$ cat src/rtl/cpu_pkg.sv
// Shared fetch-stage types and constants: FSM state encoding, reset PC and instruction width.
package cpu_pkg;
    localparam int          INSTR_WIDTH      = 32;
    localparam logic [31:0] RESET_PC_DEFAULT = 32'h0000_0000;

    typedef enum logic [1:0] {
        IDLE    = 2'd0,
        REQ     = 2'd1,
        DISCARD = 2'd2
    } fetch_state_t;

    // Sequential fetch step; the 32-bit add wraps 32'hFFFF_FFFC to 0.
    function automatic logic [31:0] next_pc(input logic [31:0] pc);
        return pc + 32'd4;
    endfunction
endpackage

$ cat src/rtl/fetch_fifo.sv
// Prefetch buffer holding (pc, instr) pairs; flush wins over push and pop.
module fetch_fifo
    import cpu_pkg::*;
#(
    parameter int DEPTH = 2
) (
    input  logic                   clk_i,
    input  logic                   rst_i,
    input  logic                   push_i,
    input  logic                   pop_i,
    input  logic                   flush_i,
    input  logic [31:0]            push_pc_i,
    input  logic [INSTR_WIDTH-1:0] push_instr_i,
    output logic [31:0]            head_pc_o,
    output logic [INSTR_WIDTH-1:0] head_instr_o,
    output logic [2:0]             count_o,
    output logic                   empty_o
);
    localparam int         PTR_W   = $clog2(DEPTH);
    localparam logic [2:0] DEPTH_C = 3'(DEPTH);

    logic [31:0]            pc_mem_q    [DEPTH];
    logic [INSTR_WIDTH-1:0] instr_mem_q [DEPTH];
    logic [PTR_W-1:0]       rd_ptr_q, wr_ptr_q;
    logic [2:0]             count_q;
    logic                   do_push, do_pop;

    assign do_push = push_i && !flush_i && (count_q != DEPTH_C);
    assign do_pop  = pop_i && !flush_i && (count_q != 3'd0);

    always_ff @(posedge clk_i or posedge rst_i) begin
        if (rst_i) begin
            rd_ptr_q <= '0;
            wr_ptr_q <= '0;
            count_q  <= 3'd0;
        end else if (flush_i) begin
            rd_ptr_q <= '0;
            wr_ptr_q <= '0;
            count_q  <= 3'd0;
        end else begin
            if (do_push) wr_ptr_q <= wr_ptr_q + PTR_W'(1);
            if (do_pop)  rd_ptr_q <= rd_ptr_q + PTR_W'(1);
            count_q <= count_q + {2'b00, do_push} - {2'b00, do_pop};
        end
    end

    // Storage needs no reset: entries are only visible while count is non-zero.
    always_ff @(posedge clk_i) begin
        if (do_push) begin
            pc_mem_q[wr_ptr_q]    <= push_pc_i;
            instr_mem_q[wr_ptr_q] <= push_instr_i;
        end
    end

    assign head_pc_o    = pc_mem_q[rd_ptr_q];
    assign head_instr_o = instr_mem_q[rd_ptr_q];
    assign count_o      = count_q;
    assign empty_o      = (count_q == 3'd0);
endmodule

$ cat src/rtl/if_fetch_unit.sv
// Instruction fetch: one outstanding imem request, prefetch buffer, redirect/discard handling.
// Define IF_FETCH_BYPASS_EN to forward an acked word straight to the outputs when the buffer is empty.
module if_fetch_unit
    import cpu_pkg::*;
#(
    parameter logic [31:0] RESET_PC = RESET_PC_DEFAULT,
    parameter int          DEPTH    = 2
) (
    input  logic        clk_i,
    input  logic        rst_i,
    input  logic        start_i,
    output logic        imem_req_o,
    output logic [31:0] imem_addr_o,
    input  logic        imem_ack_i,
    input  logic [31:0] imem_rdata_i,
    input  logic        redirect_i,
    input  logic [31:0] redirect_pc_i,
    input  logic        stall_i,
    output logic        valid_o,
    output logic [31:0] instr_o,
    output logic [31:0] pc_o,
    output logic [1:0]  fsm_state_o
);
    localparam logic [2:0] DEPTH_C = 3'(DEPTH);

    fetch_state_t state_q, state_d;
    logic [31:0]  fetch_pc_q, fetch_pc_d;
    logic [31:0]  disc_addr_q, disc_addr_d;
    logic [31:0]  head_pc, head_instr;
    logic [2:0]   count, count_next;
    logic         fifo_empty, fill, bypass_hit, pop, pop_fifo, push;

    // A completion in REQ keeps its word unless a redirect arrives in the same cycle.
    assign fill = (state_q == REQ) && imem_ack_i && !redirect_i;
`ifdef IF_FETCH_BYPASS_EN
    assign bypass_hit = fill && fifo_empty;
`else
    assign bypass_hit = 1'b0;
`endif
    assign valid_o    = !fifo_empty || bypass_hit;
    assign pop        = valid_o && !stall_i && !redirect_i;
    assign pop_fifo   = pop && !bypass_hit;
    assign push       = fill && !(bypass_hit && pop);
    assign count_next = redirect_i ? 3'd0 : count + {2'b00, push} - {2'b00, pop_fifo};

    fetch_fifo #(.DEPTH(DEPTH)) u_fifo (
        .clk_i        (clk_i),
        .rst_i        (rst_i),
        .push_i       (push),
        .pop_i        (pop_fifo),
        .flush_i      (redirect_i),
        .push_pc_i    (fetch_pc_q),
        .push_instr_i (imem_rdata_i),
        .head_pc_o    (head_pc),
        .head_instr_o (head_instr),
        .count_o      (count),
        .empty_o      (fifo_empty)
    );

    always_ff @(posedge clk_i or posedge rst_i) begin
        if (rst_i) state_q <= IDLE;
        else       state_q <= state_d;
    end

    always_comb begin
        state_d = state_q;
        case (state_q)
            IDLE:    if (start_i && !redirect_i && count < DEPTH_C) state_d = REQ;
            REQ: begin
                if (imem_ack_i)      state_d = (start_i && count_next < DEPTH_C) ? REQ : IDLE;
                else if (redirect_i) state_d = DISCARD;
            end
            DISCARD: if (imem_ack_i) state_d = REQ;
            default: state_d = IDLE;
        endcase
    end

    always_comb begin
        imem_req_o  = (state_q != IDLE);
        imem_addr_o = (state_q == DISCARD) ? disc_addr_q : fetch_pc_q;
    end

    // The in-flight address is parked in disc_addr_q so fetch_pc can take the redirect target.
    always_comb begin
        fetch_pc_d  = fetch_pc_q;
        disc_addr_d = disc_addr_q;
        if (redirect_i)  fetch_pc_d = {redirect_pc_i[31:2], 2'b00};
        else if (fill)   fetch_pc_d = next_pc(fetch_pc_q);
        if (state_q == REQ && !imem_ack_i && redirect_i) disc_addr_d = fetch_pc_q;
    end

    always_ff @(posedge clk_i or posedge rst_i) begin
        if (rst_i) begin
            fetch_pc_q  <= RESET_PC;
            disc_addr_q <= RESET_PC;
        end else begin
            fetch_pc_q  <= fetch_pc_d;
            disc_addr_q <= disc_addr_d;
        end
    end

    assign instr_o     = bypass_hit ? imem_rdata_i : (fifo_empty ? 32'd0 : head_instr);
    assign pc_o        = bypass_hit ? fetch_pc_q   : (fifo_empty ? 32'd0 : head_pc);
    assign fsm_state_o = state_q;
endmodule

$ cat config.mk
export PLATFORM = sky130hd
export DESIGN_NAME = if_fetch_unit
export DESIGN_NICKNAME = d
export VERILOG_FILES = /design/src/rtl/cpu_pkg.sv /design/src/rtl/fetch_fifo.sv /design/src/rtl/if_fetch_unit.sv
export SDC_FILE = /design/constraint.sdc
export NUM_CORES = 1
export LEC_CHECK = 0
export BUFFER_PORTS_ARGS = -buffer_cell sky130_fd_sc_hd__buf_2
export CAP_MARGIN = 20
export CORE_MARGIN = 4
export CORE_UTILIZATION = 40
export DETAILED_ROUTE_END_ITERATION = 8
export HOLD_SLACK_MARGIN = 0.02
export PLACE_DENSITY = 0.66
export SLEW_MARGIN = 15
export SYNTH_ARGS = -nofsm -noshare
export SYNTH_HDL_FRONTEND = slang
export SYNTH_SLANG_ARGS = --single-unit
$ cat constraint.sdc
create_clock -name clk_i -period 4.4 [get_ports clk_i]
set_input_delay 0.88 -clock clk_i [delete_from_list [all_inputs] [get_ports clk_i]]
set_output_delay 0.88 -clock clk_i [all_outputs]
set_load 0.02 [all_outputs]
==> results.toml <==
[power_and_ir_drop]
p_clk_share_pct = 27.8
p_comb_share_pct = 31.9
power_switching_uw = 2020
p_leak_uw = 0.00392
ir_drop_mv = 0.398
swShare_pct = 34.2
seqPwrFrac_pct = 40.3
cell_internal_pwr_uw = 3890
p_per_area_mw_per_mm2 = 583

[global_routing]
grt_pass1_wl_um = 29500
grt_max_degree = 67
antenna_found_initial = 1
overflow = 0
grt_pass1_vias = 5213
grt_use_total_pct = 15.9

[timing]
rsz0062_at_grt = "false"
tightestPinTransition_ns = 0.862
timing.slew.headroom_pct = 42.4
drv_slew = 0
finClkSkew_ns = 0.0121
min_period_ns = 2.91
max_freq_mhz = 344
final-setup-viol-count = 0
setup_tns_ns = 0
period_share_pct = 66.1
finalHoldViolCount = 0

[layout]
synthToLayoutAreaGrowth_pct = 20.6
drive_above_1_share_pct = 34.5
layout.cells.non_filler = 1055
utilization_pct = 49.6
final_common_cell = "buf_2"
antenna_cells = 0
layout_common_cells = "163 x buf_2, 124 x edfxtp_1, 79 x nor2_1, 66 x dfrtp_1, 63 x mux2i_1"
final_net_count = 849

[yosys]
synth.distinct_cells = 48
synth_cells = 619
synth-async-reset-ratio_pct = 35.1
synth_largest_area_cell = "edfxtp_1"
yosys.area.top_type_share_pct = 44.3
ys_warn_count = 0
ys_ff_latch = 191
synth_area_mm2 = 0.00841
syn_area_per_cell_um2 = 13.6
synth-edff-count = 124
seq_area_frac_synth_pct = 64.2
synth_top_flop_cell = "edfxtp_1"
synthTopCellsByArea = "edfxtp_1 44%, dfrtp_1 20%, mux2_2 7.8%, mux2i_1 7.5%, nor2_1 3.5%"

[floorplanning]
coreArea_mm2 = 0.0204
start_util_pct = 41.1
io_pins = 170
die_w_um = 153
rows = 52
dieArea_mm2 = 0.0234
chipHeight_um = 153

[clock_network]
holdBufCountCts = 0
clock-sinks = 191
cts.clk_slew.worst_paths_ns = 0.07
cts_made_buffers = 17
clock_path_buffers = 2
cts_root_buffer = "clkbuf_16"
cts_setup_buffers = 0
clock_latency_ns = 0.42
cts.htree.levels = 4
cts_tree = "yes"
postCtsResizedCells = 0

[critical_path]
critPathMaxStageDelay_ns = 0.51
start_kind = "register"
path_max_fanout = 31
critPathBufInv = 2
worstPathRequired_ns = 3.52
slowest_stage = "dfrtp_1"
cp_top_family = "buffers and inverters"
crit_type = "reg -> out"
cp-end-kind = "output port"
crit_chain = "nand2b_1, buf_4, mux2_2, buf_2"
worstPathArrival_ns = 2.03

[job]
drv_cap = 0

[placement]
place.port_buffers = 163
placedCellCount = 1022
dpl.hpwl_um = 12400
place_congestion = 0.745

[route]
wire_per_inst_um = 17.6
drc = 0
drtAntennaViolNets = 0
viasPerCell = 5.15
wirelength_um = 18600
vias = 5436
first_pass_iters = 4
drt_iter0_markers = 297

[outcome]
status = "finished clean"

[hold_path]
hp-class = "reg -> reg"
-- registers in the layout (all words and copies together), names as in the netlist --
signal              cells
u_fifo.instr_mem_q     64
u_fifo.pc_mem_q        60
disc_addr_q            30
fetch_pc_q             30
u_fifo.count_o          3
fsm_state_o             2
u_fifo.rd_ptr_q         1
u_fifo.wr_ptr_q         1
-- through the flow --
| stage | hold WS, ns | area, µm² | total power (µW) | setup slack (ns) |
|---|---|---|---|---|
| floorplan | 0.437 | 8420 | 3700 | 0.864 |
| detailed placement | 0.481 | 9480 | 4340 | 1.31 |
| global placement | 0.465 | 9480 | 4300 | 1.40 |
| global route | 0.515 | 10100 | 6230 | 1.34 |
| CTS | 0.497 | 10100 | 5970 | 1.25 |
| finish | 0.493 | 10100 | 5910 | 1.49 |
-- final cells by class --
type	instances	area [µm²]
clock buffers	19	443
clock inverters	13	185
fillers	1835	10300
inverters	11	41.3
multi-input cells	379	2800
flip-flops and latches	191	5400
well taps	270	338
repair buffers	172	928
-- cells by family (layout without fill, tap and decap cells) --
logic type | Yosys count | in the layout | synth area share [%]
adders and majority gates | 7 | 7 | 1.22
and+or+nand+nor | 180 | 180 | 10.8
muxes | 123 | 123 | 15.5
DFF | 191 | 191 | 64.2
buffers and inverters | 52 | 215 | 2.86
xor gates and xnor gates | 12 | 12 | 1.25
AOI/OAI and AO/OA | 53 | 53 | 4.05
other | 1 | 4 | 0.0446
-- synth_stat cells (3+ instances only) --
| cell type | count |
|---|---|
| dfrtp_1 | 67 |
| buf_4 | 4 |
| a31oi_1 | 13 |
| nand4_1 | 13 |
| clkbuf_1 | 18 |
| buf_1 | 5 |
| ha_1 | 5 |
| xor2_1 | 7 |
| nor2b_1 | 4 |
| o31ai_1 | 7 |
| nand2_1 | 27 |
| mux2i_1 | 63 |
| xnor2_1 | 5 |
| inv_1 | 11 |
| nor3_1 | 5 |
| or4_1 | 11 |
| and4_1 | 6 |
| o21ai_0 | 19 |
| or3_1 | 6 |
| mux2_2 | 58 |
| nor2_1 | 79 |
| nand3_1 | 13 |
| nand2b_1 | 3 |
| buf_2 | 12 |
| o211ai_1 | 4 |
| edfxtp_1 | 124 |
-- path summary, 6_finish.rpt --
path / startpoint / cells after the start / end / slack (ns)
worst max register to register: u_fifo.count_o[1] / 9 / u_fifo.count_o[2] / 1.82
worst min-delay path: disc_addr_q[2] / 1 / disc_addr_q[2] / 0.49
worst max-delay path: fsm_state_o[0] / 4 / imem_addr_o[29] / 1.49
worst min register to register: disc_addr_q[2] / 1 / disc_addr_q[2] / 0.49
max in group asynchronous: rst_i / 3 / fetch_pc_q[29] / 2.85
min in group asynchronous: rst_i / 2 / disc_addr_q[6] / 0.63
-- power groups by stage --
| stage | logic [µW] | registers, µW | clock network (µW) |
|---|---|---|---|
| 2_1_floorplan | 1370 | 2330 | 0 |
| 3_3_place_gp | 1820 | 2480 | 0 |
| 3_5_place_dp | 1830 | 2500 | 0 |
| 4_1_cts | 1840 | 2460 | 1670 |
| 5_1_grt | 2060 | 2420 | 1750 |
| 6_report | 1890 | 2380 | 1640 |
-- layer usage --
layer,track usage (%),part of all wire [%]
met2,24.5,46
met4,5.01,1.2
met5,0,0.064
met1,22.6,46
met3,3.73,6.3
(Power assumes the default switching activity.)
